==> src/rtl/booth_mul_ctrl.sv <==
// Sequential 32x32->64 radix-4 Booth multiplier controller. It accumulates two Booth
// partial products per cycle in carry-save form through reducer_64.
// Optional macro BOOTH_UNSIGNED_EN adds in_unsigned and a ninth iteration for unsigned operands.

module reducer_64 (
    input  logic [63:0] in_w,
    input  logic [63:0] in_x,
    input  logic [63:0] in_y,
    input  logic [63:0] in_z,
    input  logic        in_cin,
    output logic [63:0] out_sum,
    output logic [63:0] out_carry,
    output logic        out_cout
);
    logic [63:0] s1_s;
    logic [63:0] c1_s;
    logic [63:0] cin2_s;
    logic [63:0] c2_s;

    // Two cascaded 3:2 stages; the first-stage carries ripple into the second stage one bit up.
    assign s1_s      = in_w ^ in_x ^ in_y;
    assign c1_s      = (in_w & in_x) | (in_w & in_y) | (in_x & in_y);
    assign cin2_s    = {c1_s[62:0], in_cin};
    assign out_sum   = s1_s ^ in_z ^ cin2_s;
    assign c2_s      = (s1_s & in_z) | (s1_s & cin2_s) | (in_z & cin2_s);
    assign out_carry = {c2_s[62:0], 1'b0};
    assign out_cout  = c1_s[63] ^ c2_s[63];
endmodule

module booth_mul_ctrl (
    input  logic        in_clk,
    input  logic        in_rst_n,
    input  logic        in_start,
    input  logic [31:0] in_multiplicand,
    input  logic [31:0] in_multiplier,
`ifdef BOOTH_UNSIGNED_EN
    input  logic        in_unsigned,
`endif
    output logic        out_busy,
    output logic        out_done,
    output logic [63:0] out_product
);
`ifdef BOOTH_UNSIGNED_EN
    localparam int QW = 37;
`else
    localparam int QW = 33;
`endif

    typedef enum logic [1:0] {S_IDLE = 2'd0, S_ITER = 2'd1, S_ADD = 2'd2} state_t;

    state_t          state_r;
    logic [63:0]     m_r;
    logic [QW-1:0]   q_r;
    logic [63:0]     sum_r;
    logic [63:0]     carry_r;
    logic [3:0]      k_r;
    logic [3:0]      last_k_s;
    logic [5:0]      shift_s;
    logic [63:0]     pp0_s;
    logic [63:0]     pp1_s;
    logic [63:0]     red_sum_s;
    logic [63:0]     red_carry_s;

    function automatic logic [63:0] booth_pp(input logic [2:0] win, input logic [63:0] m);
        logic [63:0] pp;
        case (win)
            3'b001, 3'b010: pp = m;
            3'b011:         pp = m << 1;
            3'b100:         pp = 64'd0 - (m << 1);
            3'b101, 3'b110: pp = 64'd0 - m;
            default:        pp = 64'd0;
        endcase
        return pp;
    endfunction

`ifdef BOOTH_UNSIGNED_EN
    logic       ext_m_s;
    logic       ext_q_s;
    logic [3:0] last_k_r;

    assign ext_m_s  = in_multiplicand[31] & ~in_unsigned;
    assign ext_q_s  = in_multiplier[31] & ~in_unsigned;
    assign last_k_s = last_k_r;
`else
    assign last_k_s = 4'd7;
`endif

    assign shift_s = {k_r, 2'b00};
    assign pp0_s   = booth_pp(q_r[2:0], m_r) << shift_s;
    assign pp1_s   = booth_pp(q_r[4:2], m_r) << (shift_s + 6'd2);

    reducer_64 u_reducer (
        .in_w      (sum_r),
        .in_x      (carry_r),
        .in_y      (pp0_s),
        .in_z      (pp1_s),
        .in_cin    (1'b0),
        .out_sum   (red_sum_s),
        .out_carry (red_carry_s),
        .out_cout  ()
    );

    // Control FSM with registered handshake outputs and the carry-save datapath state.
    always_ff @(posedge in_clk or negedge in_rst_n) begin
        if (!in_rst_n) begin
            state_r     <= S_IDLE;
            m_r         <= 64'd0;
            q_r         <= '0;
            sum_r       <= 64'd0;
            carry_r     <= 64'd0;
            k_r         <= 4'd0;
            out_busy    <= 1'b0;
            out_done    <= 1'b0;
            out_product <= 64'd0;
`ifdef BOOTH_UNSIGNED_EN
            last_k_r    <= 4'd7;
`endif
        end else begin
            out_done <= 1'b0;
            case (state_r)
                S_IDLE: begin
                    if (in_start) begin
`ifdef BOOTH_UNSIGNED_EN
                        m_r      <= {{32{ext_m_s}}, in_multiplicand};
                        q_r      <= {{4{ext_q_s}}, in_multiplier, 1'b0};
                        last_k_r <= in_unsigned ? 4'd8 : 4'd7;
`else
                        m_r      <= {{32{in_multiplicand[31]}}, in_multiplicand};
                        q_r      <= {in_multiplier, 1'b0};
`endif
                        sum_r    <= 64'd0;
                        carry_r  <= 64'd0;
                        k_r      <= 4'd0;
                        out_busy <= 1'b1;
                        state_r  <= S_ITER;
                    end else begin
                        state_r  <= S_IDLE;
                    end
                end
                S_ITER: begin
                    sum_r   <= red_sum_s;
                    carry_r <= red_carry_s;
                    q_r     <= {{4{q_r[QW-1]}}, q_r[QW-1:4]};
                    k_r     <= k_r + 4'd1;
                    if (k_r == last_k_s) begin
                        state_r <= S_ADD;
                    end else begin
                        state_r <= S_ITER;
                    end
                end
                S_ADD: begin
                    out_product <= sum_r + carry_r;
                    out_done    <= 1'b1;
                    out_busy    <= 1'b0;
                    state_r     <= S_IDLE;
                end
                default: begin
                    out_busy <= 1'b0;
                    state_r  <= S_IDLE;
                end
            endcase
        end
    end
endmodule

==> config.mk <==
export PLATFORM = sky130hd
export DESIGN_NAME = booth_mul_ctrl
export DESIGN_NICKNAME = d
export VERILOG_FILES = /design/src/rtl/booth_mul_ctrl.sv
export SDC_FILE = /design/constraint.sdc
export NUM_CORES = 1
export LEC_CHECK = 0
export CORE_MARGIN = 2
export CORE_UTILIZATION = 56
export CTS_CLUSTER_DIAMETER = 200
export CTS_CLUSTER_SIZE = 30
export DETAILED_ROUTE_END_ITERATION = 8
export MAX_ROUTING_LAYER = met4
export PLACE_DENSITY = 0.84
export RECOVER_POWER = 25
export SLEW_MARGIN = 20
export SYNTH_ARGS = -nofsm -noshare
export SYNTH_HDL_FRONTEND = slang
export SYNTH_SLANG_ARGS = --single-unit
==> constraint.sdc <==
create_clock -name in_clk -period 4.6 [get_ports in_clk]
set_clock_uncertainty 0.1 [all_clocks]
set_input_delay 0.92 -clock in_clk [delete_from_list [all_inputs] [get_ports in_clk]]
set_output_delay 0.92 -clock in_clk [all_outputs]
set_load 0.01 [all_outputs]
==> results of run 1 <==
Yosys cell counts, drive strengths merged (7+ instances only):
master	count
fa	123
xor2	46
a221oi	14
nor2b	37
nand2b	20
a32oi	8
ha	66
o22ai	84
a2bb2oi	8
inv	157
nand3	41
o22a	10
o211ai	14
a22oi	39
o21bai	11
o31ai	20
clkbuf	200
nor3b	8
buf	33
a221o	8
nand4	28
a21o	56
o21a	17
a21oi	198
o21ai	304
and2	23
nor2	190
xnor2	64
a22o	9
and3	15
nor4	13
a31oi	19
a211oi	24
nor3	46
nand2	419
dfrtp	263
mux2	30
or2	11
or4	7
a21boi	10
o41ai	8
or3	20
o221ai	15
mux2i	80
per-stage QoR:
step	hold slack [ns]	util	setup TNS, ns	setup WS, ns
2_1_floorplan	0.3374	-	0	0.01106
3_3_place_gp	0.3520	0.6690	-1.357	-0.1439
3_5_place_dp	0.3604	0.6690	-5.091	-0.2369
4_1_cts	0.3878	0.6805	0	0.0007159
5_1_grt	0.4133	0.6936	-4.112	-0.1127
6_report	0.3862	0.6936	0	0.03386
placed cells by master, fill, tap and decap left out, types with 44 or more instances in the layout:
master	instances
buf_4	373
inv_1	152
xnor2_1	60
dfrtp_1	256
a21o_1	56
xor2_1	44
a21oi_1	180
ha_1	65
mux2i_1	63
fa_1	122
nand2_1	413
clkdlybuf4s50_1	131
nor2_1	181
o21ai_0	278
o22ai_1	83
kinds of logic after synthesis:
group,Yosys count
buf+inv,390
fa+ha+maj,189
flops,263
xor+xnor,110
mux,113
simple gates,885
compound gates,928
worst max-delay path, stage by stage (launching register included):
cell     delay [ns]
dfrtp_2        0.47
or4_4          0.56
nor4_4         0.25
buf_4          0.19
buf_4          0.17
nor3_1         0.06
a21oi_1        0.13
o21ai_0        0.16
mux2i_2        0.32
buf_4          0.17
mux2i_1        0.10
mux2i_2        0.29
buf_4          0.19
nor2_1         0.05
fa_1           0.52
inv_1          0.06
fa_1           0.54
o21ai_0        0.11
metal layers:
metal,track usage,vias to the layer above,part of all wire
met5,-,-,0
li1,-,10710,-
met1,0.5229,11740,0.38
met2,0.6878,1406,0.47
met4,0.2592,0,0.074
met3,0.05358,336,0.073
timing repair:
action / in CTS / in global routing
hold endpoints to repair: 0 / 0
gates resized for setup: 32 / 118
setup endpoints to repair: 63 / 95
pin swaps: 8 / 29
buffers inserted: 3 / 14
state kept, by name, indices dropped and copies added, names as in the netlist:
| name | count |
|---|---|
| out_busy | 1 |
| sum_r | 64 |
| q_r | 33 |
| state_r | 2 |
| carry_r | 62 |
| k_r | 4 |
| m_r | 32 |
| out_done | 1 |
| out_product | 64 |
final cells by class:
cell class	count	area (µm²)
Clock inverter	1	8.758
Timing Repair Buffer	519	4368
Clock buffer	14	329.1
Multi-Input combinational cell	2225	15900
Fill cell	3215	12570
Inverter	157	589.3
Tap cell	532	665.6
Sequential cell	263	6590
worst paths after layout:
kind	end	cells after the start	slack (ns)	start
setup / recovery	sum_r[21]	17	0.03	m_r[8]
hold / removal	out_product[6]	2	0.39	out_product[6]
setup reg to reg	sum_r[21]	17	0.03	m_r[8]
hold reg to reg	out_product[6]	2	0.39	out_product[6]
max in group asynchronous	q_r[17]	2	0.60	in_rst_n
min in group asynchronous	out_product[17]	1	1.33	in_rst_n
==> results_dict.tcl, run 1 <==
set metrics [dict create \
    coreArea_um2 41020 \
    finalCriticalPeriod_ns 4.566 \
    post-route-period-util 0.9926 \
    cts_made_buffers 12 \
    synth-compound-area-share 0.2482 \
    yosys.area_share.adder 0.1408 \
    crit_fanout 6 \
    avgSynthCellArea_um2 8.115 \
    yosys.area_share.simple 0.1724 \
    core.rowCount 74 \
    clkTransAtPathRegs_ns 0.12 \
    antenna_found_initial 0 \
    synth-xor-area-share 0.04125 \
    synth-edff-count 0 \
    clock_sinks 263 \
    finalHoldViolations 0 \
    hold_class "flip-flop to flip-flop" \
    die-width_um 208.2 \
    synthArstFlopShare 1.000 \
    dp_hpwl_um 70780 \
    place_area_um2 27440 \
    slew_headroom -1.146 \
    syn_nets 3134 \
    synthMuxAreaShare 0.05218 \
    crit_arrival_ns 4.85 \
    wirelength_um 90950 \
    grt_overflow 0 \
    drtIter0Drc 2808 \
    num_vias 24190 \
    clock_latency_ns 0.53 \
    synth_top_area_frac 0.2818 \
    synth_area_leaders "dfrtp_1, fa_1, nand2_1" \
    grt_pass1_vias 23880 \
    syn_to_final_growth_pct 21.82 \
    vias_per_cell 6.518 \
    cts_max_path_buffers 3 \
    cts_tree "done" \
    final_max_slew_viol_count 120 \
    synth_cells 2878 \
    synth_top_family_by_area "compound AO/OA/AOI/OAI gates" \
    die_area_um2 43350 \
    start_kind "flip-flop" \
    clock.fmax_ghz 0.2190 \
    rsz0062_at_grt "yes" \
    start_util 0.5694 \
    finish.instance_area_um2 28450 \
    setup_viol 0 \
    antenna_left 0 \
    placedCellCount 3679 \
    required_ns 4.88 \
    port_buffers 132 \
    place.gp.congestion 1.125 \
    grt_pass1_wl_um 140300 \
    yosysWarnings 0 \
    synthFlopType "dfrtp_1" \
    fin_nets 3434 \
    synth_top_area_cell "dfrtp_1" \
    globalRouteTotalUtil 0.4295 \
    io-pin-count 133 \
    violations "max-capacitance violations, max-slew violations" \
    status "complete, but fails checks" \
    cts_root_buf "clkbuf_16" \
    endpoint_kind "flip-flop" \
    drive_above_1_share 0.1843 \
    drt_first_pass_iters 6 \
    maxCapViolations 1 \
    ys_seq_area_frac 0.2818 \
    ys_ff_latch 263 \
    wl_per_cell_um 24.51 \
    final_cells 3711 \
    worstSetupPathType "flip-flop to flip-flop" \
    ys_types 86 \
    hold_buffers 0 \
    htree_num_levels 1 \
    syn_area_um2 23350 \
    die_y_um 208.2 \
    grt_max_degree 121 \
    drc 0 \
    n_antenna_cell 0 \
    tightestPinTransition_ns 3.219 \
]
Power of run 1 is not shown: default switching activity piles up to over one toggle a cycle in this logic, so the estimate is an artifact.
==> inputs of run 2 (changes only) <==
--- a/config.mk
+++ b/config.mk
@@ -13,6 +13,7 @@
 export MAX_ROUTING_LAYER = met4
 export PLACE_DENSITY = 0.84
 export RECOVER_POWER = 25
+export SETUP_SLACK_MARGIN = 0.02
 export SLEW_MARGIN = 20
 export SYNTH_ARGS = -nofsm -noshare
 export SYNTH_HDL_FRONTEND = slang
==> run 2 against run 1 <==
The run ends with max-capacitance violations, max-slew violations, negative setup slack left; final area grew 0.34%; die area is the same; sequential cell count did not move; first-iteration DRC count is 0.18% higher; count of clock-buffer cells in the layout rose by 1; final cell count up 0.19%; non-clock buffer count up 6; setup slack got worse by 0.14 ns; sequential share of layout area decreased by 0.079 points; largest cell class unchanged.
==> results_dict.tcl, run 2 (synthesis gave the netlist of run 1 again) <==
set metrics [dict create \
    status "complete, but fails checks" \
    violations "max-capacitance violations, max-slew violations, negative setup slack" \
    drtIter0Drc 2813 \
    grt_pass1_wl_um 139300 \
    start_util 0.5694 \
    clkTransAtPathRegs_ns 0.12 \
    finalHoldViolations 0 \
    path_delay_family "adder cells" \
    maxCapViolations 2 \
    vias_per_cell 6.516 \
    cts_root_buf "clkbuf_16" \
    setup_viol 4 \
    drive_above_1_share 0.1899 \
    post-route-period-util 1.022 \
    clock.fmax_ghz 0.2127 \
    endpoint_kind "flip-flop" \
    antenna_found_initial 0 \
    min_path_cells 2 \
    drt_first_pass_iters 8 \
    antenna_left 0 \
    wl_per_cell_um 24.32 \
    clock_sinks 263 \
    core.rowCount 74 \
    setup_tns_ns -0.2168 \
    wirelength_um 90430 \
    place.gp.congestion 1.100 \
    top_regs "out_product x64, sum_r x64, carry_r x62" \
    crit_buf_inv 5 \
    rsz0062_at_grt "yes" \
    ff2ff_path_depth 19 \
    coreArea_um2 41020 \
    fin_nets 3440 \
    final_common_cell "nand2_1" \
    cts_max_path_buffers 3 \
    start_kind "flip-flop" \
    place_area_um2 27460 \
    grt_max_degree 92 \
    globalRouteTotalUtil 0.4265 \
    regArea_um2 6590 \
    clock_latency_ns 0.54 \
    finalWorstSetupSlack_ns -0.1022 \
    die-width_um 208.2 \
    htree_num_levels 1 \
    cp_cell_sequence "inv_2 > ha_4 > or3b_4 > buf_4 > o41ai_2 > buf_4 > xnor2_1 > a221o_1 > o21ai_0 > buf_4 > o21a_1 > nand2_1 > nand2_2 > buf_4 > nor2_1 > a21oi_2 > fa_1 > fa_2 > o22ai_2" \
    tightestPinTransition_ns 2.423 \
    r2r_end "sum_r[44]" \
    crit_slowest_cell "fa_2" \
    syn_to_final_growth_pct 22.23 \
    most-common-layout-cells "nand2_1, buf_4, o21ai_0, dfrtp_1, a21oi_1" \
    dp_hpwl_um 69970 \
    worstSetupPathType "flip-flop to flip-flop" \
    port_buffers 132 \
    cts_made_buffers 12 \
    final_max_slew_viol_count 156 \
    fillers 3254 \
    multi_input_area_um2 15980 \
    cts_tree "done" \
    grt_overflow 0 \
    crit_arrival_ns 4.98 \
    finalCriticalPeriod_ns 4.702 \
    finish.instance_area_um2 28550 \
    r2r-start "m_r[0]" \
    io-pin-count 133 \
    max_stage_delay_ns 0.61 \
    die_y_um 208.2 \
    min_to "out_product[22]" \
    die_area_um2 43350 \
    rrSetupSlack_ns -0.10 \
    num_vias 24230 \
    slew_headroom -0.6155 \
    required_ns 4.88 \
    n_antenna_cell 0 \
    crit_fanout 3 \
    crit_top_cell "buf_4" \
    hold_class "flip-flop to flip-flop" \
    crit_cells 19 \
    hold_start "out_product[22]" \
    hold_buffers 0 \
    grt_pass1_vias 23450 \
    drc 0 \
]
-- run 2: cell types whose count changed in the layout (fill, tap and decap cells not counted), moves of 4 or more --
| cell | before | now |
|---|---|---|
| nor2_2 | 7 | 11 |
| buf_6 | 1 | 5 |
| nor2_1 | 181 | 177 |
| buf_4 | 373 | 378 |
| o22ai_1 | 83 | 77 |
| o21ai_1 | 15 | 19 |
| o22ai_2 | 1 | 7 |
| a211oi_2 | 2 | 6 |
-- run 2: final cells by class --
cell class              count  area share
multi-input cells        2225      0.5598
flip-flops and latches    263      0.2309
repair buffers            525      0.1534
well taps                 532     0.02332
inverters                 157     0.02064
clock buffers              15     0.01166
clock inverters             1   0.0003068
-- run 2: how the worst max path moves through the flow --
| stage | from | end | slack, ns |
|---|---|---|---|
| final | m_r[0] | sum_r[44] | -0.10 |
| after global routing | m_r[0] | sum_r[44] | -0.17 |
| after CTS | m_r[0] | sum_r[50] | 0.02 |
| after detailed placement | m_r[8] | sum_r[27] | -0.27 |
| after global placement | m_r[0] | sum_r[62] | -0.13 |
| after floorplan | m_r[0] | sum_r[46] | 0.02 |
-- run 2: per-stage QoR --
step                hold WS (ns)  std cells  setup WS [ns]    util
global route              0.4202       3718        -0.1732  0.6960
detailed placement        0.3614       3687        -0.2685  0.6696
floorplan                 0.3374       2878        0.02224       -
global placement          0.3500       3687        -0.1257  0.6696
CTS                       0.3153       3705        0.02469  0.6809
finish                    0.3830       3718        -0.1022  0.6960
-- run 2: layer usage --
layer  global-route usage  wire (µm)  vias to the layer above
met5                    -          0                        -
met4               0.2508       6639                        0
met3              0.05811       7249                      346
met2               0.6687      41770                     1351
met1               0.5306      34770                    11800
li1                     -          -                    10740
-- run 2: tightest hold or removal path, stage by stage (launching register included) --
cell and delay, ns:
dfrtp_1 0.36, nand2_1 0.05, nand2_1 0.05
-- run 2: timing repair --
action | in CTS | in global routing
pin swaps | 11 | 55
endpoints found under the setup margin | 49 | 88
gates cloned | 0 | 0
resized for setup | 28 | 143
buffers inserted | 2 | 13
Power of run 2 is left out for the same reason.
